<file path="config.mk">
export PLATFORM = sky130hd
export DESIGN_NAME = obstacle_scheduler
export DESIGN_NICKNAME = d
export VERILOG_FILES = /design/src/rtl/dino_pkg.sv /design/src/rtl/lfsr8.sv /design/src/rtl/obstacle_scheduler.sv
export SDC_FILE = /design/constraint.sdc
export NUM_CORES = 1
export LEC_CHECK = 0
export CAP_MARGIN = 0
export CORE_UTILIZATION = 40
export DETAILED_ROUTE_END_ITERATION = 10
export GPL_TIMING_DRIVEN = 0
export MAX_ROUTING_LAYER = met4
export SYNTH_ARGS = -nofsm -noshare
export SYNTH_HDL_FRONTEND = slang
export SYNTH_SLANG_ARGS = --single-unit
</file>
<file path="constraint.sdc">
create_clock -name clk -period 7.64 [get_ports clk]
set_input_delay 1.146 -clock clk [delete_from_list [all_inputs] [get_ports clk]]
set_output_delay 1.146 -clock clk [all_outputs]
set_load 0.05 [all_outputs]
</file>
<file path="src/rtl/dino_pkg.sv">
// Shared types and geometry constants for the dino-run game datapath.
package dino_pkg;

  localparam int HACTIVE = 1280;
  localparam int XW      = 11;

  typedef enum logic [1:0] {
    SLOT_SCAC  = 2'd0,
    SLOT_GROUP = 2'd1,
    SLOT_LAVA  = 2'd2,
    SLOT_PTERO = 2'd3
  } slot_idx_t;

  typedef enum logic {
    S_RUN  = 1'b0,
    S_PICK = 1'b1
  } sched_state_t;

endpackage

</file>
<file path="src/rtl/lfsr8.sv">
// 8-bit Fibonacci LFSR with synchronous reload; shared by the random consumers.
module lfsr8 #(
  parameter logic [7:0] SEED = 8'hAC
) (
  input  logic       clk,
  input  logic       reset,
  input  logic       load,
  input  logic       advance,
  output logic [7:0] lfsr,
  output logic [7:0] lfsr_next
);

  assign lfsr_next = {lfsr[6:0], lfsr[7] ^ lfsr[5]};

  always_ff @(posedge clk or posedge reset) begin
    if (reset)        lfsr <= SEED;
    else if (load)    lfsr <= SEED;
    else if (advance) lfsr <= lfsr_next;
  end

endmodule

</file>
<file path="src/rtl/obstacle_scheduler.sv">
// Frame-locked obstacle slot scheduler: motion, retirement, spawn picking, speed ramp.
// Define OBSTACLE_SCHED_JITTER_EN to add a random 0..63 px jitter to the spawn gap.
module obstacle_scheduler #(
  parameter int         NUM_SLOTS        = 4,
  parameter int         HACTIVE          = 1280,
  parameter int         MIN_GAP          = 200,
  parameter int         SPEED_STEP_COUNT = 12,
  parameter int         MAX_SPEED        = 8,
  parameter logic [7:0] LFSR_SEED        = 8'hAC
) (
  input  logic                              clk,
  input  logic                              reset,
  input  logic                              frame_tick,
  input  logic                              run,
  input  logic                              restart,
  input  logic [NUM_SLOTS-1:0]              kill,
  output logic [NUM_SLOTS*dino_pkg::XW-1:0] slot_x,
  output logic [NUM_SLOTS-1:0]              slot_active,
  output logic [3:0]                        speed,
  output logic [4:0]                        passed_count,
  output logic                              spawn_pulse
);
  import dino_pkg::*;

  localparam logic [XW-1:0] X_PARK  = XW'(HACTIVE);
  localparam logic [10:0]   GAP_MAX = 11'd2047;

  sched_state_t         state_reg;
  logic [10:0]          gap_cnt_reg;
  logic [10:0]          gap_next;
  logic [11:0]          gap_wide;
  logic [11:0]          gap_target;
  logic [1:0]           cand_reg;
  logic [1:0]           tries_reg;
  logic [7:0]           lfsr_q;
  logic [7:0]           lfsr_next;
  logic                 lfsr_unused;
  logic                 tick_go;
  logic                 pick_go;
  logic                 spawn_go;
  logic [NUM_SLOTS-1:0] retire;
  logic [2:0]           retire_cnt;
  logic [5:0]           passed_sum;
  logic                 speed_step;

  assign tick_go  = run && frame_tick && (state_reg == S_RUN);
  assign pick_go  = run && (state_reg == S_PICK);
  assign spawn_go = pick_go && !slot_active[cand_reg];

  lfsr8 #(.SEED(LFSR_SEED)) u_lfsr (
    .clk       (clk),
    .reset     (reset),
    .load      (restart),
    .advance   (tick_go),
    .lfsr      (lfsr_q),
    .lfsr_next (lfsr_next)
  );
  assign lfsr_unused = ^{lfsr_q, lfsr_next[7:2]};

  // Retirement wins over motion and spawn, so a kill landing on a leaving slot counts once.
  for (genvar gi = 0; gi < NUM_SLOTS; gi++) begin : g_slot
    logic [XW-1:0] x_reg;
    logic          active_reg;
    logic          motion_retire;

    assign motion_retire = tick_go && active_reg && (x_reg <= XW'(speed));
    assign retire[gi]    = run && active_reg && (kill[gi] || motion_retire);

    always_ff @(posedge clk or posedge reset) begin
      if (reset) begin
        x_reg      <= X_PARK;
        active_reg <= 1'b0;
      end else if (restart) begin
        x_reg      <= X_PARK;
        active_reg <= 1'b0;
      end else if (retire[gi]) begin
        x_reg      <= X_PARK;
        active_reg <= 1'b0;
      end else if (tick_go && active_reg) begin
        x_reg <= x_reg - XW'(speed);
      end else if (spawn_go && (cand_reg == 2'(gi))) begin
        x_reg      <= X_PARK;
        active_reg <= 1'b1;
      end
    end

    assign slot_x[gi*XW +: XW] = x_reg;
    assign slot_active[gi]     = active_reg;
  end

  always_comb begin
    retire_cnt = '0;
    for (int i = 0; i < NUM_SLOTS; i++)
      retire_cnt = retire_cnt + {2'b00, retire[i]};
  end

  assign passed_sum = {1'b0, passed_count} + {3'b000, retire_cnt};
  assign speed_step = passed_sum >= 6'(SPEED_STEP_COUNT);
  assign gap_wide   = {1'b0, gap_cnt_reg} + {8'd0, speed};
  assign gap_next   = gap_wide[11] ? GAP_MAX : gap_wide[10:0];

`ifdef OBSTACLE_SCHED_JITTER_EN
  logic [5:0] jitter_reg;
  assign gap_target = 12'(MIN_GAP) + {6'd0, jitter_reg};
`else
  assign gap_target = 12'(MIN_GAP);
`endif

  always_ff @(posedge clk or posedge reset) begin
    if (reset) begin
      state_reg    <= S_RUN;
      gap_cnt_reg  <= 11'(MIN_GAP);
      cand_reg     <= '0;
      tries_reg    <= '0;
      speed        <= 4'd1;
      passed_count <= '0;
      spawn_pulse  <= 1'b0;
`ifdef OBSTACLE_SCHED_JITTER_EN
      jitter_reg   <= '0;
`endif
    end else if (restart) begin
      state_reg    <= S_RUN;
      gap_cnt_reg  <= 11'(MIN_GAP);
      cand_reg     <= '0;
      tries_reg    <= '0;
      speed        <= 4'd1;
      passed_count <= '0;
      spawn_pulse  <= 1'b0;
`ifdef OBSTACLE_SCHED_JITTER_EN
      jitter_reg   <= '0;
`endif
    end else begin
      spawn_pulse <= 1'b0;
      if (run) begin
        if (speed_step) begin
          passed_count <= '0;
          if (speed < 4'(MAX_SPEED)) speed <= speed + 4'd1;
        end else begin
          passed_count <= passed_sum[4:0];
        end

        case (state_reg)
          S_RUN: begin
            if (frame_tick) begin
              gap_cnt_reg <= gap_next;
              if ({1'b0, gap_next} >= gap_target) begin
                state_reg <= S_PICK;
                cand_reg  <= lfsr_next[1:0];
                tries_reg <= '0;
`ifdef OBSTACLE_SCHED_JITTER_EN
                jitter_reg <= lfsr_q[7:2];
`endif
              end
            end
          end
          S_PICK: begin
            if (!slot_active[cand_reg]) begin
              gap_cnt_reg <= '0;
              spawn_pulse <= 1'b1;
              state_reg   <= S_RUN;
            end else begin
              // Gap count is left untouched so the next tick retries immediately.
              cand_reg  <= cand_reg + 2'd1;
              tries_reg <= tries_reg + 2'd1;
              if (tries_reg == 2'd3) state_reg <= S_RUN;
            end
          end
          default: state_reg <= S_RUN;
        endcase
      end
    end
  end

endmodule

</file>
-- After elaboration in Yosys (flattened, before gate mapping)
Index checks and enable logic that the tools add are counted.
- logic and storage cells: 171
- flip-flop bits (word level): 82
- input bits: 9
- output and inout port bits: 58
- muxes and demuxes: 72
- bitwise operators: 2
- equal/unequal tests: 12
- magnitude comparators: 8
- add/sub/neg operators: 12
- reduce and logical (&&, ||, !) cells: 49
- operators with widths (kind ; count):
    $mux W11 ; 21
    $le A11 B4 Y1 ; 4
    $sub A11 B4 Y11 ; 4
    $mux W1 ; 27
    $logic_and A1 B1 Y1 ; 24
    $pmux W11 S2 ; 1
    $mux W2 ; 10
    $ne A3 B3 Y1 const B ; 6
    $mux W4 ; 4
    $mux W8 ; 2
    $reduce_bool A4 Y1 ; 4
    $mux W5 ; 3
    $add A11 B4 Y12 ; 1
    $reduce_bool A3 Y1 ; 4
    $ge A11 B8 Y1 const B ; 1
    $pmux W2 S2 ; 2
    $reduce_and A2 Y1 ; 4
    $reduce_bool A2 Y1 ; 4
    $add A5 B3 Y6 ; 1
    $eq A2 B2 Y1 const B ; 3
    $ge A6 B4 Y1 const B ; 1
    $ne A3 B2 Y1 const B ; 2
    $reduce_and A3 Y1 ; 2
    $add A2 B1 Y2 const B ; 2
    other kinds (15) ; 18

-- Depth between registers and ports, before layout
- word-level depth: 14
- depth in mapped cells: 19
- depth with buffers taken out: 19

-- Cells and area by module
Synthesis repeated with hierarchy kept, for this count alone.
- cells, all modules: 545
- area total of the unflattened synthesis: 5154.9 µm²
- by module, submodules not included (module ; seq. area each (µm²) ; times used ; area each (µm²) ; cells an instance):
    obstacle_scheduler ; 1866.8 ; 1 ; 4747.1 ; 509
    lfsr8 ; 205.2 ; 1 ; 407.9 ; 36

-- Worst setup path after synthesis
No wires, ideal clock.
- path kind: reg-to-reg
- from: register speed[1]
- to: register speed[2]
- clock period less this slack: 4904 ps
- data arrival time: 4772 ps
- path slack: 2736 ps
- data required time: 7508 ps
- stages on the path, launching flop included: 20
- cells stage by stage: dfrtp_1 inv_1 ha_1 nor2b_1 o21ai_0 a21boi_0 o21ai_0 a31oi_1 nor2_1 fa_1 inv_1 fa_1 fa_1 nand3b_1 mux2_2 o21ai_0 nor3_1 nand2_1 xnor2_1 nor2_1
- cells in the longest elaborated chain, start to end: 11
- elaborated cells between the ends (all ways): 30
- ends and longest elaborated chain (item ; RTL line ; RTL):
    start: declaration ; obstacle_scheduler.sv:19 ; output logic [3:0] speed,
    start signal: assignment ; obstacle_scheduler.sv:137 ; if (speed < 4'(MAX_SPEED)) speed <= speed + 4'd1;
    $le A11 B4 Y1 ; obstacle_scheduler.sv:66 ; assign motion_retire = tick_go && active_reg && (x_reg <= XW'(speed));
    $logic_and A1 B1 Y1 ; obstacle_scheduler.sv:66 ;
    $logic_or A1 B1 Y1 ; obstacle_scheduler.sv:67 ; assign retire[gi] = run && active_reg && (kill[gi] || motion_retire);
    $logic_and A1 B1 Y1 ; obstacle_scheduler.sv:67 ;
    $add A1 B1 Y2 ; obstacle_scheduler.sv:94 ; retire_cnt = retire_cnt + {2'b00, retire[i]};
    $add A2 B1 Y3 ; obstacle_scheduler.sv:94 ;
    $add A3 B1 Y3 ; obstacle_scheduler.sv:94 ;
    $add A5 B3 Y6 ; obstacle_scheduler.sv:97 ; assign passed_sum = {1'b0, passed_count} + {3'b000, retire_cnt};
    $ge A6 B4 Y1 ; obstacle_scheduler.sv:98 ; assign speed_step = passed_sum >= 6'(SPEED_STEP_COUNT);
    $reduce_bool A2 Y1 (no line) ; - ;
    $reduce_and A3 Y1 (no line) ; - ;
Several ways; a longest one is shown, not always the timed one. The select of a mux whose other input is x is not followed.
A chain may end at the register's enable or synchronous reset.

-- Final worst setup path
Ends and elaborated chain as after synthesis.

==> flow_metrics.env <==
export IMPL_max_freq_mhz=182
export IMPL_io_pins=67
export IMPL_drv_cap=0
export IMPL_clk_latency_ns=0.35
export IMPL_hold_depth=2
export IMPL_avgSynthCellArea_um2=8.93
export IMPL_reg2reg_depth=19
export IMPL_wire_per_inst_um=15.7
export IMPL_grt_pass1_wl_um=22300
export IMPL_grt_pass1_vias=4438
export IMPL_ys_flop_type="dfrtp_1"
export IMPL_synth_common_cells="66 x dfrtp_1, 60 x nand2_1, 56 x nor2_1"
export IMPL_wirelength_um=13100
export IMPL_p_per_area_nw_per_um2=164
export IMPL_synth_top_area_cell="dfrtp_1"
export IMPL_drtIter0Drc=293
export IMPL_synthCells=581
export IMPL_ys_warn_count=0
export IMPL_cts_hold_buf=0
export IMPL_combPwrFrac_pct=12.5
export IMPL_multiInputGateArea_um2=2880
export IMPL_postSynth_asyncResetShare_pct=100
export IMPL_seqCellArea_um2=2070
export IMPL_path_class="reg -> reg"
export IMPL_critPathRequiredTime_ns=7.86
export IMPL_start_util_pct=41.1
export IMPL_p_seq_share_pct=44.5
export IMPL_drive_gt1_share_pct=8.60
export IMPL_synth_edf_count=0
export IMPL_synth_area_top_cells="dfrtp_1 32%, dfstp_2 8.1%, ha_1 6.5%"
export IMPL_grt_usage_pct=22.4
export IMPL_grt_remaining_overflow=0
export IMPL_drtPass1Iterations=5
export IMPL_report_final_setup_viol=0
export IMPL_finalPower_w=0.00104
export IMPL_area_growth_pct=23.1
export IMPL_start_kind="register"
export IMPL_place_congestion=0.876
export IMPL_via_count=4501
export IMPL_p_leak_nw=2.62
export IMPL_max_vdd_ir_drop_mv=0.0879
export IMPL_hold_viol=0
export IMPL_fin_crit_ns=5.48
export IMPL_post_route_period_util_pct=71.7
export IMPL_die_w_um=116
export IMPL_whs_ns=0.482
export IMPL_placedCellCount=819
export IMPL_ys_types=68
export IMPL_cts_setup_buffers=0
export IMPL_fin_nets=702
export IMPL_rsz0062_at_grt="no"
export IMPL_cts_resized=0
export IMPL_pwr_share_clk_pct=43.0
export IMPL_status="complete, no violations"
export IMPL_clkTransAtPathRegs_ns=0.06
export IMPL_nFillCells=1220
export IMPL_path_max_fanout=9
export IMPL_routed_via_density=5.39
export IMPL_core_area_um2=12600
export IMPL_port_buffers=65
export IMPL_clock_root_buffer="clkbuf_16"
export IMPL_drv_slew=0
export IMPL_numCtsBuffers=9
export IMPL_internal_power_w=0.000769
export IMPL_skew_ns=0.00954
export IMPL_hold_path_class="reg -> reg"
export IMPL_largest_reg_flops=44
export IMPL_critPathArrivalTime_ns=5.70
export IMPL_max_slew_margin_pct=56.9
export IMPL_top_layer="met4"
export IMPL_synth_seq_cells=82
export IMPL_grt_max_degree=48
export IMPL_post_route_drc_count=0
export IMPL_die_area_um2=13400
export IMPL_p_sw_w=0.000276
export IMPL_met2WireLength_um=6170
export IMPL_cts_max_level=3
export IMPL_tightest_slew_ns=0.647
export IMPL_fin_cells=835
export IMPL_syn_num_nets=625
export IMPL_swShare_pct=26.4
export IMPL_drtAntennaViolNets=0
export IMPL_hpwlAfterDp_um=9690
export IMPL_fin_tns_setup_ns=0
export IMPL_cts_tree="built"
export IMPL_met1_length_um=6060
export IMPL_cts_sinks=82
export IMPL_yosysTopAreaCellShare_pct=31.8
export IMPL_rows=41
export IMPL_syn_area_um2=5190
export IMPL_yosysMostFrequentCell="dfrtp_1"
export IMPL_diodes=0
export IMPL_fin_util_pct=50.6
export IMPL_clock_path_buffers=2
export IMPL_grt_antenna_before_repair=0
export IMPL_wl_met3_um=497
export IMPL_die_h_um=116
export IMPL_end_kind="register"
export IMPL_synth_seq_area_share_pct=39.9
[worst max-delay path: stages (launching register included)]
cell and delay (ns):
dfrtp_1 0.76, inv_1 0.39, ha_1 0.40, nor2b_1 0.12, o21ai_0 0.10, a21boi_0 0.38
o21ai_0 0.20, a31oi_1 0.21, nor2_1 0.19, fa_1 0.52, inv_1 0.05, fa_1 0.40
fa_1 0.50, nand3b_1 0.23, mux2_2 0.28, o21ai_0 0.21, nor3_1 0.14, nand2_1 0.11
xnor2_1 0.11, nor2_1 0.05
[per-stage QoR]
step	area [um^2]	worst slack, ns
global route	6390	1.66
finish	6390	2.16
detailed placement	6090	2.12
global placement	6060	2.15
floorplan	5190	2.74
CTS	6390	2.14
[metal layers]
| layer | up-vias | GRT usage (%) |
|---|---|---|
| met3 | 20 | 3.24 |
| met4 | 0 | 9.83 |
| met2 | 104 | 34.9 |
| li1 | 2205 | - |
| met1 | 2172 | 29.0 |
| met5 | - | - |
[final timing paths]
kind | start | endpoint | slack [ns]
setup / recovery | speed[1] | speed[2] | 2.16
hold / removal | gap_cnt_reg[2] | gap_cnt_reg[2] | 0.48
setup reg to reg | speed[1] | speed[2] | 2.16
hold reg to reg | gap_cnt_reg[2] | gap_cnt_reg[2] | 0.48
max in group asynchronous | reset | gap_cnt_reg[7] | 5.81
min in group asynchronous | reset | g_slot[3].x_reg[4] | 1.17
[power groups by stage]
| stage | clock network [W] | registers (W) | logic (W) |
|---|---|---|---|
| after detailed placement | 0 | 0.000473 | 0.000131 |
| after CTS | 0.000461 | 0.000465 | 0.000132 |
| final | 0.000449 | 0.000465 | 0.000131 |
| after floorplan | 0 | 0.000495 | 0.0000659 |
| after global placement | 0 | 0.000472 | 0.000128 |
| after global routing | 0.000484 | 0.000467 | 0.000144 |
[final cells by class]
class / instances / area share, %
Sequential cell: 82 / 32.4
Tap cell: 172 / 3.37
Multi-Input combinational cell: 442 / 45.0
Timing Repair Buffer: 66 / 10.6
Clock buffer: 12 / 4.01
Clock inverter: 4 / 0.764
Buffer: 22 / 1.68
Inverter: 35 / 2.09
[cell families (layout without fill, tap and decap cells)]
family          count (synthesis)  after routing  share of synthesized area (%)
compound gates                133            133                           16.2
xor+xnor                       35             35                           5.91
fa+ha+maj                      35             35                           9.59
buf+inv                        57            139                           4.60
flops                          82             82                           39.9
mux                             3              3                          0.844
simple gates                  236            236                           22.9
[cells in the final DEF (no fill, tap or decap), types with 3 or more instances in the layout]
| cell | count |
|---|---|
| xnor2_1 | 20 |
| or3_1 | 10 |
| o21ai_0 | 45 |
| or4_1 | 4 |
| fa_1 | 8 |
| buf_1 | 3 |
| nand2_1 | 60 |
| a21boi_0 | 3 |
| nor2b_1 | 16 |
| nor4_1 | 3 |
| nand3_1 | 16 |
| clkdlybuf4s50_1 | 65 |
| a211o_1 | 5 |
| clkbuf_1 | 13 |
| buf_4 | 4 |
| a32oi_1 | 3 |
| a21oi_1 | 31 |
| a21o_1 | 5 |
| nor3b_1 | 3 |
| dfstp_2 | 16 |
| o211ai_1 | 3 |
| or2_2 | 5 |
| xor2_1 | 15 |
| dfrtp_1 | 66 |
| o31ai_1 | 4 |
| inv_1 | 34 |
| nand2b_1 | 6 |
| a211oi_1 | 4 |
| and2_1 | 3 |
| nand4_1 | 11 |
| a31oi_1 | 7 |
| and3_1 | 3 |
| ha_1 | 27 |
| nor2_1 | 56 |
| clkbuf_16 | 9 |
| nor3_1 | 28 |
Note: power is estimated with default switching activity, not from simulation.
